===== src/rtl/usb_rx_phy.sv =====
// Low-speed USB receive front end: line synchroniser, counter DPLL, NRZI decode,
// SYNC/EOP detection, bit unstuffing and LSB-first byte assembly for the SIE.
module usb_rx_phy #(
  parameter int CLKS_PER_BIT = 16,
  parameter int RESET_CLKS   = 60
) (
  input  logic       clk,
  input  logic       reset,
  input  logic [1:0] d_i,
  output logic [1:0] line_state,
  output logic       rx_active,
  output logic [7:0] rx_data,
  output logic       rx_valid,
  output logic       rx_eop,
  output logic       rx_error,
  output logic       usb_reset,
  output logic [2:0] state_dbg
);

  // Interface semantics: rx_valid, rx_eop and rx_error are single-cycle pulses with no
  // backpressure; the SIE must take rx_data in the cycle rx_valid is high. rx_active is a level.

  localparam int CNT_W = $clog2(CLKS_PER_BIT);
  localparam int RST_W = $clog2(RESET_CLKS + 1);
  localparam logic [CNT_W-1:0] MID_CNT  = CNT_W'(CLKS_PER_BIT / 2 - 1);
  localparam logic [CNT_W-1:0] LAST_CNT = CNT_W'(CLKS_PER_BIT - 1);
  localparam logic [RST_W-1:0] RST_MAX  = RST_W'(RESET_CLKS);

  localparam logic [1:0] LS_SE0 = 2'b00;
  localparam logic [1:0] LS_J   = 2'b01;
  localparam logic [1:0] LS_K   = 2'b10;
  localparam logic [1:0] LS_SE1 = 2'b11;

  typedef enum logic [2:0] {
    ST_IDLE = 3'd0,
    ST_SYNC = 3'd1,
    ST_DATA = 3'd2,
    ST_EOP  = 3'd3,
    ST_ERR  = 3'd4
  } state_t;

  logic [1:0]       d_meta;
  logic [1:0]       ls_prev;
  logic             j_to_k;
  logic             jk_edge;
  logic [CNT_W-1:0] phase;
  logic             sample;
  logic [RST_W-1:0] se0_cnt;

  state_t           state, state_n;
  logic [1:0]       prev_lvl, prev_n;
  logic [7:0]       shreg, shreg_n;
  logic [2:0]       bit_cnt, bit_cnt_n;
  logic [2:0]       ones_cnt, ones_n;
  logic [CNT_W-1:0] j_cnt, j_cnt_n;
  logic [7:0]       data_n;
  logic             valid_n, eop_n, error_n, active_n;
  logic             nrzi_bit;

  // Two-stage synchroniser; ls_prev is one more stage used only for edge detection.
  always_ff @(posedge clk or posedge reset) begin
    if (reset) begin
      d_meta     <= LS_J;
      line_state <= LS_J;
      ls_prev    <= LS_J;
    end else begin
      d_meta     <= d_i;
      line_state <= d_meta;
      ls_prev    <= line_state;
    end
  end

  assign j_to_k  = (ls_prev == LS_J) && (line_state == LS_K);
  assign jk_edge = j_to_k || ((ls_prev == LS_K) && (line_state == LS_J));

  // DPLL: every J/K transition realigns the phase, so the sample lands mid-bit.
  always_ff @(posedge clk or posedge reset) begin
    if (reset) begin
      phase <= '0;
    end else if (jk_edge || (phase == LAST_CNT)) begin
      phase <= '0;
    end else begin
      phase <= phase + CNT_W'(1);
    end
  end

  assign sample = (phase == MID_CNT);

  always_ff @(posedge clk or posedge reset) begin
    if (reset) begin
      se0_cnt <= '0;
    end else if (line_state == LS_SE0) begin
      if (se0_cnt != RST_MAX) se0_cnt <= se0_cnt + RST_W'(1);
    end else begin
      se0_cnt <= '0;
    end
  end

  assign usb_reset = (se0_cnt == RST_MAX);

  always_comb begin
    state_n   = state;
    prev_n    = prev_lvl;
    shreg_n   = shreg;
    bit_cnt_n = bit_cnt;
    ones_n    = ones_cnt;
    j_cnt_n   = '0;
    data_n    = rx_data;
    valid_n   = 1'b0;
    eop_n     = 1'b0;
    error_n   = 1'b0;
    nrzi_bit  = (line_state == prev_lvl);

    unique case (state)
      ST_IDLE: begin
        prev_n    = LS_J;
        bit_cnt_n = '0;
        ones_n    = '0;
        if (j_to_k) state_n = ST_SYNC;
      end

      ST_SYNC: begin
        if (sample) begin
          if ((line_state == LS_SE0) || (line_state == LS_SE1)) begin
            state_n = ST_IDLE;
          end else begin
            prev_n = line_state;
            // The trailing K,K of SYNC is the only legal decoded 1 here.
            if (nrzi_bit) state_n = (line_state == LS_K) ? ST_DATA : ST_IDLE;
          end
        end
      end

      ST_DATA: begin
        if (sample) begin
          if (line_state == LS_SE0) begin
            state_n = ST_EOP;
          end else if (line_state == LS_SE1) begin
            state_n = ST_ERR;
            error_n = 1'b1;
          end else begin
            prev_n = line_state;
            if (ones_cnt == 3'd6) begin
              // Stuff position: a 0 is dropped, a 1 is a stuff error.
              ones_n = '0;
              if (nrzi_bit) begin
                state_n = ST_ERR;
                error_n = 1'b1;
              end
            end else begin
              ones_n    = nrzi_bit ? (ones_cnt + 3'd1) : 3'd0;
              shreg_n   = {nrzi_bit, shreg[7:1]};
              bit_cnt_n = bit_cnt + 3'd1;
              if (bit_cnt == 3'd7) begin
                data_n  = shreg_n;
                valid_n = 1'b1;
              end
            end
          end
        end
      end

      ST_EOP: begin
        ones_n = '0;
        // SE0 lasts two bit times, so further SE0 samples keep waiting for the J.
        if (sample) begin
          if (line_state == LS_J) begin
            state_n = ST_IDLE;
            if (bit_cnt == 3'd0) eop_n   = 1'b1;
            else                 error_n = 1'b1;
          end else if (line_state != LS_SE0) begin
            state_n = ST_ERR;
            error_n = 1'b1;
          end
        end
      end

      ST_ERR: begin
        ones_n    = '0;
        bit_cnt_n = '0;
        if (line_state == LS_J) begin
          if (j_cnt == LAST_CNT) state_n = ST_IDLE;
          else                   j_cnt_n = j_cnt + CNT_W'(1);
        end
      end

      default: state_n = ST_IDLE;
    endcase

    if (usb_reset) begin
      state_n = ST_IDLE;
      valid_n = 1'b0;
      eop_n   = 1'b0;
      error_n = 1'b0;
    end

    active_n = (state_n == ST_DATA) || (state_n == ST_EOP);
  end

  always_ff @(posedge clk or posedge reset) begin
    if (reset) begin
      state     <= ST_IDLE;
      prev_lvl  <= LS_J;
      shreg     <= '0;
      bit_cnt   <= '0;
      ones_cnt  <= '0;
      j_cnt     <= '0;
      rx_data   <= '0;
      rx_valid  <= 1'b0;
      rx_eop    <= 1'b0;
      rx_error  <= 1'b0;
      rx_active <= 1'b0;
    end else begin
      state     <= state_n;
      prev_lvl  <= prev_n;
      shreg     <= shreg_n;
      bit_cnt   <= bit_cnt_n;
      ones_cnt  <= ones_n;
      j_cnt     <= j_cnt_n;
      rx_data   <= data_n;
      rx_valid  <= valid_n;
      rx_eop    <= eop_n;
      rx_error  <= error_n;
      rx_active <= active_n;
    end
  end

  assign state_dbg = state;

endmodule


===== config.mk =====
export PLATFORM = sky130hd
export DESIGN_NAME = usb_rx_phy
export DESIGN_NICKNAME = d
export VERILOG_FILES = /design/src/rtl/usb_rx_phy.sv
export SDC_FILE = /design/constraint.sdc
export NUM_CORES = 1
export LEC_CHECK = 0
export CORE_UTILIZATION = 60
export CTS_CLUSTER_DIAMETER = 60
export CTS_CLUSTER_SIZE = 30
export DETAILED_ROUTE_END_ITERATION = 8
export PLACE_DENSITY_LB_ADDON = 0.2
export SYNTH_ARGS = -nofsm -noshare
export SYNTH_HDL_FRONTEND = slang
export SYNTH_SLANG_ARGS = --single-unit

===== constraint.sdc =====
create_clock -name clk -period 6.85 [get_ports clk]
set_input_delay 1.37 -clock clk [delete_from_list [all_inputs] [get_ports clk]]
set_output_delay 1.37 -clock clk [all_outputs]
set_load 0.1 [all_outputs]

Word-level counts from Yosys, hierarchy flattened
Index checks and enable logic that the tools add are counted.
- equality and inequality tests: 26
- mux-type cells: 63
- reduce and logical (&&, ||, !) cells: 20
- bitwise logic cells: 3
- add/sub/neg operators: 5
- operator list (cell ; number):
    3-bit 2-to-1 mux ; 24
    1-bit 2-to-1 mux ; 22
    4-bit 2-to-1 mux ; 4
    3-bit case mux with 5 select lines ; 1
    3-bit by 2-bit == test with 1-bit output (second input constant) ; 4
    2-bit 2-to-1 mux ; 6
    6-bit 2-to-1 mux ; 2
    2-bit inequality test (second input constant) ; 6
    3-bit case mux with 2 select lines ; 2
    6-bit AND reduction ; 2
    5-bit AND reduction ; 2
    3-bit == test (second input constant) ; 3
    4-bit by 1-bit adder with 4-bit output (second input constant) ; 2
    4-bit == test (second input constant) ; 2
    3-bit by 1-bit adder with 3-bit output (second input constant) ; 2
    6-bit by 1-bit adder with 6-bit output (second input constant) ; 1
    2-bit == test (second input constant) ; 3
    6-bit == test (second input constant) ; 1
    3-bit logical NOT ; 2
    6-bit inequality test (second input constant) ; 1
    2-bit case mux with 3 select lines ; 1
    2-bit nonzero test ; 3
    2-bit by 1-bit == test with 1-bit output (second input constant) ; 2
    4-bit by 3-bit == test with 1-bit output (second input constant) ; 1
    other kinds (12) ; 18
- input port bits: 4
- register bits: 51
- output and inout port bits: 18

Depth between registers and ports, before layout
- depth in word-level cells: 10
- gate-level depth with buffers: 8

Least setup slack after synthesis
No wires, ideal clock.
- path kind: reg2out
- from: register se0_cnt[0]
- to: output usb_reset
- data arrival time: 1499 ps
- slack: 3981 ps
- data required time: 5480 ps
- stages on the path, launching flop included: 5
- cell sequence: dfrtp_1 inv_1 ha_1 nand3_1 clkinv_1
- longest elaborated chain between the ends: 1
- RTL lines (what ; RTL line ; text):
    start, declared ; 48 ; logic [RST_W-1:0] se0_cnt;
    start signal, assigned ; 93 ; if (se0_cnt != RST_MAX) se0_cnt <= se0_cnt + RST_W'(1);
    6-bit == test ; 99 ; assign usb_reset = (se0_cnt == RST_MAX);
    end, declared ; 16 ; output logic usb_reset,
No other way between the ends.

Worst setup path after layout
Same ends and word-level chain as after synthesis.

==> impl_summary.log <==
INFO  metric run_status = completed
INFO  metric rsz0062_at_grt = false
INFO  metric r2r-end = prev_lvl[0]
INFO  metric cts_buffer_depth = 2
INFO  metric critPathLaunchType = flop
INFO  metric ys_warnings = 0
INFO  metric maximum_number_of_pins_on_one_net_before_global_route_repair = a little over 50
INFO  metric timing_worst_slew_pin_value = ~0.99 ns
INFO  metric regToRegStartpoint = line_state[0]
INFO  metric timing.critical_path.fanout_max = 8
INFO  metric holdCritStartpoint = d_meta[0]
INFO  metric initial_antenna_violation_count = 0
INFO  metric synthesized_net_count = 228
INFO  metric overflow = 0
INFO  metric drtAntennaViolNets = 0
INFO  metric synthesis.instances = 211
INFO  metric cts_tree = built
INFO  metric timing.final.ws_setup = 2.98 ns
INFO  metric netlist-cell-type-count = 51
INFO  metric worst_hold_endpoint = line_state[0]
INFO  metric timing.critical_path.to_type = output port
INFO  metric timing.fmax = 258 MHz
INFO  metric r2r.worst_path.cells = 6
INFO  metric synth-async-reset-ratio = 1.00
INFO  metric worstHoldPathCells = 0
INFO  metric tns = 0 ns
INFO  metric synth-main-ff-cell = dfrtp_1
INFO  metric layout.nets = 250
INFO  metric grt_first_pass_wirelength = 7.31 mm
INFO  metric ratio_of_cells_with_drive_above_1_in_the_final_layout = 0.171
INFO  metric htree_num_levels = 2
INFO  metric num_vias = 1645
INFO  metric core_region_area = 3770 um2
INFO  metric area_delta_synth_final = 13.8%
INFO  metric clock_sinks = 50
INFO  metric synth_area_leaders = dfrtp_1 48%, mux2_2 7.9%, ha_1 6.7%
INFO  metric synth_sequential_area_ratio = 0.520
INFO  metric multi_input_gate_area_in_the_final_layout = roughly 1100 um2
INFO  metric groute.usage.overall = 0.229
INFO  metric ff2ff_setup_slack = approximately 4.4 ns
INFO  metric route.detailed.drc = 0
INFO  metric wirelength = about 4.2 mm
INFO  metric place.port_buffers = 21
INFO  metric cap_violations = 0
INFO  metric clockRootBuffer = clkbuf_8
INFO  metric crit_type = reg2out
INFO  metric design_area = approximately 2700 um2
INFO  metric mappedNetlistArea = 2410 um2
INFO  metric floorplan.rows = 22
INFO  metric dpl.hpwl = 3.12 mm
INFO  metric p_total = slightly below 600 uW
INFO  metric synth_enable_flop_cells = 0
INFO  metric first_global_vias = 1543
INFO  metric firstDrtPassIters = 4
INFO  metric floorplan.io_pins = 22
INFO  metric post_cts_sizing = 0
INFO  metric numCtsBuffers = 5
INFO  metric yosys-top-cells-count = 46 x dfrtp_1, 17 x mux2_2, 14 x nand2_1, 14 x nor2_1, 13 x ha_1
INFO  metric yosys.area.top_type_share = 0.477
INFO  metric most_common_cell_in_the_netlist = dfrtp_1
INFO  metric period_needed = 3.87 ns
INFO  metric post-cts-setup-buffer-count = 0
INFO  metric vdd_drop_max = 176 uV
INFO  metric worst_ep_required_time = 5.48 ns
INFO  metric dieArea = approximately 4300 um2
INFO  metric clk_transition_reported_paths = ~0.08 ns
INFO  metric p_leak = between 1 and 1.5 nW
INFO  metric synth_seq_cells = 50
INFO  metric chipWidth = 65.4 um
INFO  metric final_max_slew_viol_count = 0
INFO  metric number_of_violations_reported_at_the_end_of_detailed_routing_iteration_0 = 114
INFO  metric p_per_area = 210 nW/um2
INFO  metric place_ws = 3.30 ns
INFO  metric avgRoutedWirePerCell = 14.8 um
INFO  metric worst_hold_path_type = reg2reg
INFO  metric timing.final.crit_share = 0.566
INFO  metric num_antenna_cells = 0
INFO  metric n_fill_cell = 239
INFO  metric worstPathArrival = 2.50 ns
INFO  metric maxSlewHeadroom = 0.339
INFO  metric area.sequential = 1260 um2
INFO  metric timing_hold_violations_final = 0
INFO  metric cts.hold.buffers_added = 0
INFO  metric clk-insertion-delay-late = 0.30 ns
INFO  metric syn_avg_cell_area = 11.4 um2
INFO  metric detailed_place.area = between 2000 and 3000 um2
INFO  metric synthDominantAreaCellType = dfrtp_1
INFO  metric die_h = 65.4 um
INFO  metric post_drt_via_cell_ratio = between 5 and 6
INFO  metric clock-skew-final = 0.00851 ns
INFO  metric setup_violations = 0
INFO  metric finalWeightedCongestion = about 0.96
INFO  metric start_util = 0.640
[cell families (layout without fill, tap and decap cells)]
group,Yosys count,count (layout),share of synthesized area
adder cells (fa/ha/maj),13,13,0.0674
buffers and inverters,19,42,0.0316
multiplexers,19,19,0.0876
XOR/XNOR,9,9,0.0327
AND/OR/NAND/NOR,64,64,0.156
AO/OA/AOI/OAI,37,37,0.104
flip-flops,50,50,0.520
[sequential cells by signal, indices dropped and copies added, names as in the netlist, 2 cells and up]
register	cells
rx_data	8
shreg	7
se0_cnt	6
j_cnt	4
phase	4
bit_cnt	3
ones_cnt	3
state_dbg	3
d_meta	2
line_state	2
ls_prev	2
prev_lvl	2
[layout make-up]
type | count | share of cell area
timing repair buffer | 21 | 0.0765
inverter | 13 | 0.0178
tap | 48 | 0.0219
multi-input combinational | 142 | 0.393
sequential | 50 | 0.457
clock buffer | 7 | 0.0314
clock inverter | 1 | 0.00182
[power by group]
group	internal [mW]	total (mW)	switching [mW]	leakage, nW
Clock	0.0815	0.169	0.0877	0.0482
Sequential	0.311	0.328	0.0178	0.670
Combinational	0.0324	0.0789	0.0464	0.591
[worst max-delay path, cell delays in order, from the launching register on]
cell	delay, ns
dfrtp_1	0.44
inv_1	0.08
ha_1	0.14
nand3_1	0.18
clkinv_1	0.21
clkdlybuf4s50_1	1.16
[per-stage QoR]
| stage | hold WS (ns) | util | cells |
|---|---|---|---|
| 3_5_place_dp | 0.336 | 0.704 | 274 |
| 6_report | 0.361 | 0.729 | 282 |
| 2_1_floorplan | 0.331 | - | 211 |
| 4_1_cts | 0.364 | 0.729 | 282 |
| 5_1_grt | 0.369 | 0.729 | 282 |
| 3_3_place_gp | 0.346 | 0.704 | 274 |
[worst max path at each step]
stage                           from         to  slack, ns
after floorplan           se0_cnt[0]  usb_reset       3.98
after global placement    se0_cnt[0]  usb_reset       3.39
after detailed placement  se0_cnt[0]  usb_reset       3.30
after CTS                 se0_cnt[0]  usb_reset       2.96
after global routing      se0_cnt[0]  usb_reset       2.84
final                     se0_cnt[0]  usb_reset       2.98
[routing by layer]
metal	GRT usage	up-vias	routed length [um]
met5	0	-	0
met4	0.0761	0	55
met2	0.357	46	1980
li1	-	784	-
met3	0.0694	6	232
met1	0.306	809	1910
[cells in the final DEF, fill, tap and decap left out, types with 4 or more instances in the layout]
| cell type | n |
|---|---|
| a21boi_0 | 4 |
| a21oi_1 | 4 |
| a31oi_1 | 5 |
| and3_1 | 4 |
| clkbuf_8 | 6 |
| clkdlybuf4s50_1 | 21 |
| dfrtp_1 | 46 |
| dfstp_2 | 4 |
| ha_1 | 13 |
| inv_1 | 11 |
| mux2_2 | 17 |
| nand2_1 | 14 |
| nand3_1 | 8 |
| nand3b_1 | 4 |
| nor2_1 | 14 |
| o21ai_0 | 8 |
| xor2_1 | 6 |
Note: power is estimated with default switching activity, not from simulation.
